[src/rtl/demux_1xn_lanes_pkg.sv]
`default_nettype none
// ============================================================================
// Package   : phy_rx_pkg
// Purpose   : Shared constants and helpers for the PHY RX lane demultiplexer.
// Revision  : 1.0 - initial release
// ============================================================================
package phy_rx_pkg;

    localparam int DEFAULT_WIDTH     = 8;
    localparam int DEFAULT_NUM_LANES = 4;

    localparam int PACK_POSITIONAL   = 0;
    localparam int PACK_PACKED       = 1;

    // Index width for a lane counter; never collapses to zero bits.
    function automatic int lane_idx_w(input int n);
        return ($clog2(n) < 1) ? 1 : $clog2(n);
    endfunction

endpackage
`default_nettype wire

[src/rtl/demux_1xn_lanes_slot.sv]
`default_nettype none
// ============================================================================
// Module    : demux_lane_slot
// Purpose   : Capture buffer (word plus valid bit) for one output lane.
// Revision  : 1.0 - initial release
// ============================================================================
module demux_lane_slot #(
    parameter int WIDTH = 8
) (
    input  logic             clk,
    input  logic             load_en,
    input  logic             clear,
    input  logic [WIDTH-1:0] data,
    input  logic             valid,
    output logic [WIDTH-1:0] buf_data,
    output logic             buf_valid
);

    // Clear wins over load: the word captured on an emitting edge bypasses the buffer.
    always_ff @(posedge clk) begin
        if (clear) begin
            buf_data  <= '0;
            buf_valid <= 1'b0;
        end else if (load_en) begin
            buf_data  <= data;
            buf_valid <= valid;
        end
    end

endmodule
`default_nettype wire

[src/rtl/demux_1xn_lanes.sv]
`default_nettype none
// ============================================================================
// Module    : demux_1xn_lanes
// Purpose   : 1-to-N lane demultiplexer with packed mode, flush and frame strobe.
// Revision  : 1.0 - initial release
// ============================================================================
module demux_1xn_lanes
    import phy_rx_pkg::*;
#(
    parameter int WIDTH     = DEFAULT_WIDTH,
    parameter int NUM_LANES = DEFAULT_NUM_LANES,
    parameter int PACK_MODE = PACK_POSITIONAL
) (
    input  logic                                clk,
    input  logic                                reset,
    input  logic [WIDTH-1:0]                    data_in,
    input  logic                                valid_in,
    input  logic                                flush,
    output logic [NUM_LANES*WIDTH-1:0]          data_out,
    output logic [NUM_LANES-1:0]                valid_out,
    output logic                                frame_stb,
    output logic [lane_idx_w(NUM_LANES)-1:0]    slot_idx
);

    localparam int                IDX_W     = lane_idx_w(NUM_LANES);
    localparam logic [IDX_W-1:0]  LAST_SLOT = IDX_W'(NUM_LANES - 1);

    logic                         w_capture;
    logic                         w_emit;
    logic [NUM_LANES-1:0]         w_load;
    logic [NUM_LANES-1:0]         w_buf_valid;
    logic [NUM_LANES*WIDTH-1:0]   w_buf_data;
    logic [NUM_LANES*WIDTH-1:0]   w_frame_data;
    logic [NUM_LANES-1:0]         w_frame_valid;

    assign w_capture = (PACK_MODE == PACK_PACKED) ? valid_in : 1'b1;

    // A completing capture and a flush in the same cycle produce one frame.
    assign w_emit = (w_capture && (slot_idx == LAST_SLOT))
                  || (flush && ((slot_idx != '0) || w_capture));

    generate
        for (genvar k = 0; k < NUM_LANES; k++) begin : g_lane
            assign w_load[k] = w_capture && (slot_idx == IDX_W'(k));

            demux_lane_slot #(
                .WIDTH (WIDTH)
            ) u_slot (
                .clk       (clk),
                .load_en   (w_load[k]),
                .clear     (reset || w_emit),
                .data      (data_in),
                .valid     (valid_in),
                .buf_data  (w_buf_data[k*WIDTH +: WIDTH]),
                .buf_valid (w_buf_valid[k])
            );

            // Unfilled slots are always cleared, so they read back as data=0, valid=0.
            assign w_frame_data[k*WIDTH +: WIDTH] = w_load[k] ? data_in  : w_buf_data[k*WIDTH +: WIDTH];
            assign w_frame_valid[k]               = w_load[k] ? valid_in : w_buf_valid[k];
        end
    endgenerate

    always_ff @(posedge clk) begin
        if (reset) begin
            data_out  <= '0;
            valid_out <= '0;
            frame_stb <= 1'b0;
            slot_idx  <= '0;
        end else begin
            frame_stb <= w_emit;
            if (w_emit) begin
                data_out  <= w_frame_data;
                valid_out <= w_frame_valid;
                slot_idx  <= '0;
            end else if (w_capture) begin
                slot_idx  <= slot_idx + IDX_W'(1);
            end
        end
    end

endmodule
`default_nettype wire

[config.mk]
export PLATFORM = sky130hd
export DESIGN_NAME = demux_1xn_lanes
export DESIGN_NICKNAME = d
export VERILOG_FILES = /design/src/rtl/demux_1xn_lanes_pkg.sv /design/src/rtl/demux_1xn_lanes_slot.sv /design/src/rtl/demux_1xn_lanes.sv
export SDC_FILE = /design/constraint.sdc
export NUM_CORES = 1
export LEC_CHECK = 0
export ABC_CLOCK_PERIOD_IN_PS = 3910
export CORE_MARGIN = 1.5
export CORE_UTILIZATION = 35
export CTS_CLUSTER_SIZE = 24
export DETAILED_ROUTE_END_ITERATION = 10
export GPL_TIMING_DRIVEN = 0
export PLACE_DENSITY_LB_ADDON = 0.3
export SYNTH_ARGS = -nofsm -noshare
export SYNTH_HDL_FRONTEND = slang
export SYNTH_SLANG_ARGS = --single-unit
[constraint.sdc]
create_clock -name clk -period 3.91 [get_ports clk]
set_clock_uncertainty 0.2 [all_clocks]
set_input_delay 0.9775 -clock clk [delete_from_list [all_inputs] [get_ports clk]]
set_output_delay 0.9775 -clock clk [all_outputs]
set_load 0.01 [all_outputs]
### Word level (Yosys, flattened, before mapping)

Cells that the tools add are included.

* bits in registers: 75
* input bits: 12
* output and inout port bits: 39

* add/subtract/negate cells: 1
* equality and inequality tests: 3
* muxes and demuxes: 8
* reduce and logical (&&, ||, !) cells: 4

Operator list (number)
* 2-to-1 mux 8 bit: 4
* equality test 2 bit, second input constant: 2
* 2-to-1 mux 1 bit: 4
* adder 2 x 1 -> 2 bit, second input constant: 1
* equality test 2 x 1 -> 1 bit, second input constant: 1
* logical NOT 2 bit: 1
* logical OR 1 bit: 2
* OR reduction 2 bit: 1

### Longest topological paths before layout

* depth after elaboration: 3
* depth in mapped cells: 5
* mapped depth without buffers: 4

### Modules after synthesis

Synthesis repeated with hierarchy kept, for this count alone.

* cell total of the unflattened synthesis: 262
* area total of the unflattened synthesis: 2995.4 um^2

Modules (own cells, without submodules)
* demux_1xn_lanes: times used 1, cells each 146, area an instance 1719.1 um^2, sequential area each 780.7 um^2
* demux_lane_slot: times used 4, cells each 29, area an instance 319.1 um^2, sequential area each 180.2 um^2

### Worst setup path after synthesis

Ideal clock, no wire load.

* kind: input to register
* start: input flush
* end: register data_out[10]
* arrival: 1.689 ns
* data required time: 3.592 ns
* path slack: 1.903 ns
* stages on the path: 4
* buffers on the path: 2
* path through: buf_4 > o21bai_2 > buf_4 > o2bb2ai_1

* longest elaborated chain between the ends: 1

Ends and longest elaborated chain
* start: declaration: RTL line demux_1xn_lanes.sv:18 `input logic flush,`
* logical OR 1 bit: RTL line demux_1xn_lanes.sv:40 `|| (flush && ((slot_idx != '0) || w_capture));`
* end signal: assignment: RTL line demux_1xn_lanes.sv:73 `data_out <= w_frame_data;`
* end: declaration: RTL line demux_1xn_lanes.sv:19 `output logic [NUM_LANES*WIDTH-1:0] data_out,`

No other way between the ends.
A chain may end at the register's enable or synchronous reset.

### Worst setup path after layout

* start: register slot_idx[0]
* end: output slot_idx[0]

RTL lines
* start: declaration: RTL line demux_1xn_lanes.sv:22 `output logic [lane_idx_w(NUM_LANES)-1:0] slot_idx`
* start signal: assignment: RTL line demux_1xn_lanes.sv:77 `slot_idx <= slot_idx + IDX_W'(1);`

No word-level cell between the ends.

==> run summary <==
status - finished, final reports clean
Layout Nets - 296
Worst Reg-to-Reg Cells - 4
Num CTS Buffers - 9
Worst Path Arrival - 1.32 ns
CTS tree - yes
Worst-Margin Slew - 0.5892 ns
CP max-delay cell - clkdlybuf4s50_1
VDD IR max - 0.1390 mV
fin. max-slew vios - 0
CP Depth - 1
placed insts - 368
via-per-instance ratio - 4.477
Yosys cell types - 17
commonest non-fill, non-tap cell in the layout - dfxtp_1
starting density of the core - 0.3594
Sink Count - 75
busiest grt layer - met2
grt met1 use - 0.2159
Min-Delay Path Class - flip-flop to flip-flop
Slew headroom - 0.6051
Synth Cell Area - 2579 sq um
routed vias - 1719
Area Overhead vs Synth - 31.64%
Lkg Pwr - 1.281 nW
Seq cells post-synth - 75
Routed WL - 5397 um
Synth top area share - 0.5822
Ys Warns - 0
synth top area cells - dfxtp_1 (58%), mux2i_1 (14%), o2bb2ai_1 (9.2%)
total power - 1.489 mW
clock buffer depth - 2
Max Fclk - 0.4005 GHz
Worst-path clk slew - 0.07 ns
Tmin final - 2.497 ns
width of the die - 88.84 um
max incr delay on CP - 0.57 ns
CTS root buf - clkbuf_8
syn_area_per_cell - 11.77 sq um
vias in the first global route - 1728
PortBufs - 50
initial antenna violation count - 0
met3 GRT Util - 0.04104
Antenna Nets Post-Route - 0
Worst-Skew Late Latency - 0.33 ns
final hold violations - 0
register area share after synthesis - 0.5822
CORE AREA - 7176 sq um
met2 Use GR - 0.2169
RePlAce Congestion - 0.7453
worst endpoint required time - 2.73 ns
Final period util - 0.6385
num rows - 31
RSZ-0062 raised after global routing - false
power per cell area - 438.6 nW/um^2
CP delay by family, top - buffers and inverters
Critical Path Start Type - flip-flop
total die area - 7892 sq um
setup TNS - 0 ns
cell taking the most area after synthesis - dfxtp_1
global-route wire length before repair - 8873 um
post-route insts no fill - 384
initial DRC count - 47
setup bufs post-CTS - 0
Max Cap Viol - 0
Total GRT Usage - 0.1514
WL/cell - 14.05 um
CTS H-tree depth - 3
Die Height - 88.84 um
Mapped Cells - 219
First-pass DRT Iterations - 4
Post-Layout Inst Area - 3395 sq um
WP buf/inv - 1
total gr overflow - 0
largest net degree at the start of global routing - 14
hold depth - 1
Synth Net Count - 235
kind of critical path - flip-flop to primary output
ant diodes - 0
CP endpoint kind - primary output
CTS resizes - 0
final setup vio count - 0
Post-DP HPWL - 3764 um
placed instance area - 3203 sq um
DRC - 0
io pins - 51
most frequent cells in the layout - dfxtp_1 (75), clkdlybuf4s50_1 (50), mux2i_1 (36)
crit path cell chain - clkdlybuf4s50_1
share of cells above drive strength 1 - 0.1088
maximum fanout along the worst path - 5
hold buffers post-CTS - 0
==> power breakdown <==
| part | leakage (nW) | internal (mW) | switching (mW) |
|---|---|---|---|
| registers | 0.608 | 0.782 | 0.00897 |
| logic | 0.581 | 0.0588 | 0.0630 |
| clock network | 0.0927 | 0.295 | 0.281 |
| total | 1.28 | 1.14 | 0.353 |
==> per-stage QoR <==
step           utilization  hold slack [ns]  worst slack [ns]
2_1_floorplan            -           0.2295             1.903
3_3_place_gp        0.4464           0.2417             1.139
3_5_place_dp        0.4464           0.2453             1.123
4_1_cts             0.4731           0.2667             1.393
5_1_grt             0.4731           0.2820             1.353
6_report            0.4731           0.2626             1.413
==> routing by layer <==
layer | vias to the layer above | routed length, um
met5 | - | 0
met4 | 0 | 31
met3 | 4 | 273
met2 | 45 | 2274
met1 | 783 | 2817
li1 | 887 | -
==> cells by family after synthesis <==
family | Yosys count | share of synthesized area
buffers and inverters | 18 | 0.04318
AOI/OAI and AO/OA | 37 | 0.1223
DFF | 75 | 0.5822
adders and majority gates | 4 | 0.01941
and+or+nand+nor | 49 | 0.09316
muxes | 36 | 0.1397
==> Yosys cell counts, drive strengths merged <==
| master | count |
|---|---|
| buf | 12 |
| dfxtp | 75 |
| and2 | 10 |
| clkbuf | 2 |
| inv | 3 |
| mux2i | 36 |
| a211oi | 9 |
| nor2 | 28 |
| nor2b | 9 |
| clkinv | 1 |
| nor3 | 1 |
| or3 | 1 |
| ha | 4 |
| o2bb2ai | 27 |
| o21bai | 1 |
==> layout make-up <==
class                   count  area [sq um]
plain buffers              14         96.34
multi-input cells         126         965.9
inverters                   4         15.01
clock buffers              10         127.6
fillers                   667          3781
flip-flops and latches     75          1501
well taps                  99         123.9
clock inverters             6         63.81
repair buffers             50         500.5
==> flip-flops by register name, summed over array words and instances, names as in the netlist <==
register and cells:
data_out 32, frame_stb 1, g_lane.u_slot.buf_data 32, g_lane.u_slot.buf_valid 4, slot_idx 2, valid_out 4
==> final timing paths <==
kind / startpoint / end / slack, ns
max: slot_idx[0] / slot_idx[0] / 1.41
min: g_lane[3].u_slot.buf_data[7] / g_lane[3].u_slot.buf_data[7] / 0.26
max reg2reg: slot_idx[0] / data_out[23] / 1.97
min reg2reg: g_lane[3].u_slot.buf_data[7] / g_lane[3].u_slot.buf_data[7] / 0.26
Note: power is estimated with default switching activity, not from simulation.
